**src/rtl/i2c_reg_slave_pkg.sv**
```systemverilog
// Shared types and constants for the I2C register target and its line filter.
package i2c_reg_pkg;

  typedef enum logic [3:0] {
    IDLE,
    ADDR,
    ADDR_ACK,
    PTR,
    PTR_ACK,
    WDATA,
    WDATA_ACK,
    RFETCH,
    RDATA,
    RACK,
    IGNORE
  } state_t;

  localparam logic I2C_ACK  = 1'b0;
  localparam logic I2C_NACK = 1'b1;
  localparam int   RW_BIT   = 0;
  localparam int   FILTER_CYCLES_DEFAULT = 3;

endpackage

```
**src/rtl/i2c_reg_slave_line_filter.sv**
```systemverilog
// Synchronizes and deglitches SCL/SDA, then derives bus edges and START/STOP
// from the filtered levels only.
module i2c_line_filter
  import i2c_reg_pkg::*;
#(
  parameter int FILTER_CYCLES = FILTER_CYCLES_DEFAULT
) (
  input  logic clock,
  input  logic resetn,
  input  logic scl_in,
  input  logic sda_in,
  output logic sda,
  output logic scl_rise,
  output logic scl_fall,
  output logic start,
  output logic stop
);

  localparam int CW = $clog2(FILTER_CYCLES + 1);

  // Bit 0 carries SCL, bit 1 carries SDA; both idle high.
  logic [1:0]    sync1, sync2, filt, filt_d;
  logic [CW-1:0] cnt [2];

  always_ff @(posedge clock) begin
    if (!resetn) begin
      sync1  <= '1;
      sync2  <= '1;
      filt   <= '1;
      filt_d <= '1;
      cnt[0] <= '0;
      cnt[1] <= '0;
    end else begin
      sync1  <= {sda_in, scl_in};
      sync2  <= sync1;
      filt_d <= filt;
      for (int i = 0; i < 2; i++) begin
        if (sync2[i] == filt[i]) begin
          cnt[i] <= '0;
        end else if (cnt[i] == CW'(FILTER_CYCLES - 1)) begin
          filt[i] <= sync2[i];
          cnt[i]  <= '0;
        end else begin
          cnt[i] <= cnt[i] + 1'b1;
        end
      end
    end
  end

  assign sda      = filt[1];
  assign scl_rise = filt[0] & ~filt_d[0];
  assign scl_fall = ~filt[0] & filt_d[0];
  assign start    = filt[0] & filt_d[0] & filt_d[1] & ~filt[1];
  assign stop     = filt[0] & filt_d[0] & ~filt_d[1] & filt[1];

endmodule

```
**src/rtl/i2c_reg_slave.sv**
```systemverilog
// I2C target translating bus writes/reads into single-byte register requests,
// with an auto-incrementing register pointer and no clock stretching.
module i2c_reg_slave
  import i2c_reg_pkg::*;
#(
  parameter logic [6:0] DEVICE_ADDRESS    = 7'h48,
  parameter int         REG_ADDRESS_WIDTH = 2,
  parameter int         FILTER_CYCLES     = FILTER_CYCLES_DEFAULT
) (
  input  logic                         clock,
  input  logic                         resetn,
  input  logic                         scl_in,
  input  logic                         sda_in,
  output logic                         sda_oe,
  output logic [REG_ADDRESS_WIDTH-1:0] reg_address,
  output logic                         reg_is_write,
  output logic                         reg_request,
  input  logic                         reg_response,
  input  logic [7:0]                   reg_read_data,
  output logic [7:0]                   reg_write_data,
  output state_t                       debug_state,
  output logic [REG_ADDRESS_WIDTH-1:0] debug_pointer
);

  logic sda, scl_rise, scl_fall, start, stop;

  i2c_line_filter #(.FILTER_CYCLES(FILTER_CYCLES)) u_filter (
    .clock    (clock),
    .resetn   (resetn),
    .scl_in   (scl_in),
    .sda_in   (sda_in),
    .sda      (sda),
    .scl_rise (scl_rise),
    .scl_fall (scl_fall),
    .start    (start),
    .stop     (stop)
  );

  state_t                       state;
  logic [3:0]                   bit_cnt;
  logic [7:0]                   shift;
  logic [REG_ADDRESS_WIDTH-1:0] pointer;
  logic                         req_wait, req_write_q, outstanding;
  logic [REG_ADDRESS_WIDTH-1:0] req_addr_q;
  logic [7:0]                   req_data_q;
  logic                         rd_valid;
  logic [7:0]                   rd_buf;

  logic [7:0]                   rx_byte;
  logic [7:0]                   fetch_byte;
  logic [REG_ADDRESS_WIDTH-1:0] ptr_inc;

  assign rx_byte = {shift[6:0], sda};
  assign ptr_inc = pointer + 1'b1;
  // A response landing on the very fall that starts the byte is still used.
  assign fetch_byte = (reg_response && !reg_is_write) ? reg_read_data :
                      rd_valid                        ? rd_buf        : 8'hFF;

  assign debug_state   = state;
  assign debug_pointer = pointer;

  always_ff @(posedge clock) begin
    if (!resetn) begin
      state          <= IDLE;
      bit_cnt        <= '0;
      shift          <= '0;
      pointer        <= '0;
      sda_oe         <= 1'b0;
      reg_request    <= 1'b0;
      reg_is_write   <= 1'b0;
      reg_address    <= '0;
      reg_write_data <= '0;
      req_wait       <= 1'b0;
      req_write_q    <= 1'b0;
      req_addr_q     <= '0;
      req_data_q     <= '0;
      outstanding    <= 1'b0;
      rd_valid       <= 1'b0;
      rd_buf         <= '0;
    end else begin
      reg_request <= 1'b0;

      if (reg_response) begin
        outstanding <= 1'b0;
        if (!reg_is_write) begin
          rd_buf   <= reg_read_data;
          rd_valid <= 1'b1;
        end
      end

      // Staged requests launch only once the previous one has completed.
      if (req_wait && !outstanding) begin
        reg_request  <= 1'b1;
        reg_is_write <= req_write_q;
        reg_address  <= req_addr_q;
        if (req_write_q) reg_write_data <= req_data_q;
        outstanding  <= 1'b1;
        req_wait     <= 1'b0;
      end

      if (stop) begin
        state  <= IDLE;
        sda_oe <= 1'b0;
      end else if (start) begin
        state   <= ADDR;
        bit_cnt <= '0;
        sda_oe  <= 1'b0;
      end else begin
        case (state)
          ADDR, PTR, WDATA: begin
            if (scl_rise) begin
              shift   <= rx_byte;
              bit_cnt <= bit_cnt + 4'd1;
              if (bit_cnt == 4'd7) begin
                bit_cnt <= '0;
                case (state)
                  ADDR: state <= (rx_byte[7:1] == DEVICE_ADDRESS) ? ADDR_ACK : IGNORE;
                  PTR: begin
                    pointer <= rx_byte[REG_ADDRESS_WIDTH-1:0];
                    state   <= PTR_ACK;
                  end
                  default: begin
                    req_wait    <= 1'b1;
                    req_write_q <= 1'b1;
                    req_addr_q  <= pointer;
                    req_data_q  <= rx_byte;
                    pointer     <= ptr_inc;
                    state       <= WDATA_ACK;
                  end
                endcase
              end
            end
          end
          ADDR_ACK, PTR_ACK, WDATA_ACK: begin
            // sda_oe doubles as the phase flag: first fall asserts, second ends the ACK.
            if (scl_fall) begin
              if (!sda_oe) begin
                sda_oe <= 1'b1;
              end else begin
                sda_oe <= 1'b0;
                state  <= (state == ADDR_ACK) ? PTR : WDATA;
              end
            end else if (scl_rise && state == ADDR_ACK && shift[RW_BIT]) begin
              state       <= RFETCH;
              req_wait    <= 1'b1;
              req_write_q <= 1'b0;
              req_addr_q  <= pointer;
              rd_valid    <= 1'b0;
            end
          end
          RFETCH: begin
            if (scl_fall) begin
              sda_oe   <= ~fetch_byte[7];
              shift    <= {fetch_byte[6:0], 1'b0};
              bit_cnt  <= 4'd1;
              rd_valid <= 1'b0;
              state    <= RDATA;
            end
          end
          RDATA: begin
            if (scl_fall) begin
              if (bit_cnt == 4'd8) begin
                sda_oe <= 1'b0;
                state  <= RACK;
              end else begin
                sda_oe  <= ~shift[7];
                shift   <= {shift[6:0], 1'b0};
                bit_cnt <= bit_cnt + 4'd1;
              end
            end
          end
          RACK: begin
            if (scl_rise) begin
              if (sda == I2C_ACK) begin
                pointer     <= ptr_inc;
                state       <= RFETCH;
                req_wait    <= 1'b1;
                req_write_q <= 1'b0;
                req_addr_q  <= ptr_inc;
                rd_valid    <= 1'b0;
              end else begin
                state <= IGNORE;
              end
            end
          end
          default: ;
        endcase
      end
    end
  end

endmodule

```
**config.mk**
```make
export PLATFORM = sky130hd
export DESIGN_NAME = i2c_reg_slave
export DESIGN_NICKNAME = d
export VERILOG_FILES = /design/src/rtl/i2c_reg_slave_pkg.sv /design/src/rtl/i2c_reg_slave_line_filter.sv /design/src/rtl/i2c_reg_slave.sv
export SDC_FILE = /design/constraint.sdc
export NUM_CORES = 1
export LEC_CHECK = 0
export CAP_MARGIN = 25
export CORE_AREA = 2 2 85 87
export DETAILED_ROUTE_END_ITERATION = 6
export DIE_AREA = 0 0 87 89
export HOLD_SLACK_MARGIN = 0.08
export PLACE_DENSITY = 0.74
export SLEW_MARGIN = 0
export SYNTH_ARGS = -nofsm -noshare
export SYNTH_HDL_FRONTEND = slang
export SYNTH_HIERARCHICAL = 1
export SYNTH_SLANG_ARGS = --single-unit
```
**constraint.sdc**
```tcl
create_clock -name clock -period 2.08 [get_ports clock]
set_input_delay 0.416 -clock clock [delete_from_list [all_inputs] [get_ports clock]]
set_output_delay 0.416 -clock clock [all_outputs]
set_load 0.05 [all_outputs]
```
==> results.md, run 1 <==
* Final setup viols at 0
* Post-synthesis simple-gate area fraction at 0.280
* Reg2Reg Depth at 5
* Std cell rows at 30
* CP max-delay cell: clkdlybuf4s50_1
* DP HPWL at 4900 µm
* Setup ws final at 82.9 ps
* Detailed Routing Iterations Pass 1 at 4
* Post-CTS sizing at 1
* Post-synthesis instance total at 377
* Clock sinks at 65
* Initial drt markers at 134
* Final min period at 2000 ps
* Ys async rst share at 0
* Mapped cell area at 0.00342 mm²
* GP Congestion at 0.944
* Data required, critical path at 1660 ps
* Max-cap violations at 0
* Cts hold-fix bufs at 0
* Gr ovfl total at 0
* Worst Hold Class: input pin to flip-flop
* Critical path fanouts, max at 4
* Compound-gate portion of the synthesized area at 0.195
* Residual DRC at 0
* Post-synth EDFFs at 4
* Final WL at 6960 µm
* Tightest Pin Transition at 575 ps
* Pre-CTS WS at 160 ps
* Yosys cell types at 77
* Total leakage power at 1.52 nW
* WHS Path Cells at 2
* Core area at 0.00672 mm²
* Worst vdd ir at 0.377 mV
* Final Max Tran Viols at 0
* Initial core utilization at 0.509
* Antenna diode count at 0
* Worst setup SP type: flip-flop
* Power per cell area at 604 mW/mm²
* CTS max path bufs at 2
* Fmax at 0.501 GHz
* Buffers on Ports at 31
* Largest net degree at the start of global routing at 58
* Worst Clk Skew at 6.78 ps
* Seq/Total Area, Yosys at 0.392
* Die W at 87 µm
* First-pass GRT wire length at 11800 µm
* Worst path cell trace: clkdlybuf4s50_1
* Footprint of the multi-input gates at 0.00190 mm²
* Post-CTS Repair Setup Buffers at 0
* Routed len/inst at 13.9 µm
* Final TNS setup at 0 ps
* Main synth FF type: dfxtp_1
* Post-layout nets at 434
* Layout cells sized above 1 at 0.156
* FILL cells at 607
* Worst path top cell family by delay: buffers and inverters
* Type of destination of the critical path: primary output
* Crit-path max cell delay at 830 ps
* Sequential Area at 0.00134 mm²
* Root Driver: clkbuf_8
* CP Depth at 1
* Most common cell in the netlist: dfxtp_1
* FF+latch count, synth at 65
* Clock-pin transition on the worst setup and hold timing paths at 70 ps
* Avg Inst Size Synth at 9.07 µm²
* Number of global-route vias before repair at 2574
* Status: finished, final reports clean
* WS Path Type: flip-flop to primary output
* Via Count at 2830
* Boundary Pins at 32
* Synth cell count leaders: dfxtp_1 (61), nand2_1 (57), nand3_1 (24)
* Final period util at 0.960
* Drt via density at 5.64
* Initial antenna violation count at 0
* Synth area leaders: dfxtp_1 (36%), nand2_1 (6.3%), mux2i_1 (5.0%)
* Total GRT Usage at 0.193
* YS warnings at 6
* ANT nets after route at 0
* Die Span Y at 89 µm
* Final Hold Violating Endpoints at 0
* Post-synthesis mux area share at 0.0498
* Synthesis-to-layout area growth at 19.8%
* Buf/Inv on CP at 1
* Die footprint at 0.00774 mm²
* XOR/XNOR Fraction of Synth Area at 0.0128
* RSZ-0062 raised after global routing: false
* Clk_lat worst skew at 350 ps
* Post-synth top area share at 0.357
* Max transition margin at 0.616
* Main combinational cell family by area after synthesis: simple AND/OR/NAND/NOR gates
* Area leader, netlist: dfxtp_1
* Adder-cell area share of the yosys netlist at 0.0146
* H-tree depth at 3
* Worst path arrival time at 1580 ps
* TritonCTS clock tree: built
* CTS buffer count at 9
==> routing by layer <==
layer,part of all wire,global-route usage
met1,0.48,0.262
met2,0.45,0.292
met3,0.046,0.0360
met4,0.020,0.102
met5,0,0
==> sequential cells by signal, indices dropped and copies added (netlist names) <==
name / flops
req_wait: 1
shift: 8
rd_valid: 1
rd_buf: 8
u_filter/sync2: 2
u_filter/filt: 2
reg_address: 2
u_filter/sync1: 2
req_addr_q: 2
bit_cnt: 4
sda_oe: 1
u_filter/cnt: 4
reg_write_data: 8
reg_is_write: 1
outstanding: 1
reg_request: 1
debug_state: 4
u_filter/filt_d: 2
req_data_q: 8
req_write_q: 1
debug_pointer: 2
==> kinds of logic after synthesis <==
| group | after synthesis |
|---|---|
| compound gates | 83 |
| buf+inv | 35 |
| fa+ha+maj | 4 |
| mux | 17 |
| other cells | 1 |
| flops | 65 |
| xor+xnor | 5 |
| simple gates | 167 |
==> metrics by stage <==
stage / power (mW) / cells / hold slack [ps] / utilization / instance area (µm²)
after floorplan: 1.40 / 380 / 386 / - / 3430
after global placement: 1.45 / 486 / 395 / 0.581 / 3900
after detailed placement: 1.45 / 486 / 401 / 0.581 / 3900
after CTS: 2.50 / 502 / 318 / 0.609 / 4100
after global routing: 2.57 / 502 / 335 / 0.609 / 4100
final: 2.47 / 502 / 326 / 0.609 / 4100
==> layout by cell type (no fill, tap or decap), drive strengths merged, types with 2 or more instances in the layout <==
cell and count:
o211ai 11, conb 4, o21ai 8, a211oi 2
and2b 3, nor4b 8, nand3 25, a21oi 10
mux2i 17, nand2 57, nor2b 16, nor2 8
ha 4, nand3b 10, o211a 7, inv 10
a21boi 25, clkbuf 10, nor3b 5, clkdlybuf4s50 25
and2 3, nand4 3, nand2b 14, o221a 2
nor3 2, edfxtp 4, and3 2, nor4 2
xnor2 4, dfxtp 61, clkinvlp 2, buf 28
==> where the power goes <==
part | switching [mW] | total [mW] | internal, mW
Combinational | 0.0660 | 0.136 | 0.0701
Sequential | 0.0136 | 1.29 | 1.28
Clock | 0.533 | 1.05 | 0.515
Total | 0.613 | 2.47 | 1.86
==> worst paths after layout <==
kind	startpoint	slack, ps	to
worst max-delay path	sda_oe$_SDFFE_PP0P_	80	sda_oe
worst min-delay path	resetn	330	u_filter/filt[0]$_SDFFE_PN1N_
worst max register to register	debug_state[1]$_SDFFE_PP0P_	120	debug_state[0]$_SDFFE_PP0P_
worst min register to register	u_filter/sync1[1]$_SDFF_PN1_	420	u_filter/sync2[1]$_SDFF_PN1_
==> cell type report <==
type                       instances  area share
clock inverter                     6      0.0113
sequential                        65       0.328
inverter                           7     0.00642
timing repair buffer              54       0.129
multi-input combinational        280       0.465
tap                               80      0.0244
clock buffer                      10      0.0364
==> worst register-to-register path: stages (launching register included) <==
cell	delay, ps
dfxtp_1	690
or2_1	250
o32a_1	150
nand4_1	120
or4_1	520
o311a_1	120
No activity file was read; power rests on OpenSTA's default activity.
==> inputs of run 2 (changes only) <==
--- a/config.mk
+++ b/config.mk
@@ -11,6 +11,7 @@
 export DIE_AREA = 0 0 87 89
 export HOLD_SLACK_MARGIN = 0.08
 export PLACE_DENSITY = 0.74
+export SKIP_LAST_GASP = 1
 export SLEW_MARGIN = 0
 export SYNTH_ARGS = -nofsm -noshare
 export SYNTH_HDL_FRONTEND = slang
==> results of run 2 <==
The final DEF is identical to that of run 1; final timing and power are the same.
==> inputs of run 3 (changes only) <==
--- a/config.mk
+++ b/config.mk
@@ -5,7 +5,7 @@
 export SDC_FILE = /design/constraint.sdc
 export NUM_CORES = 1
 export LEC_CHECK = 0
-export CAP_MARGIN = 25
+export CAP_MARGIN = 40
 export CORE_AREA = 2 2 85 87
 export DETAILED_ROUTE_END_ITERATION = 6
 export DIE_AREA = 0 0 87 89
==> results of run 3 <==
The final DEF is identical to that of run 1; final timing and power are the same.
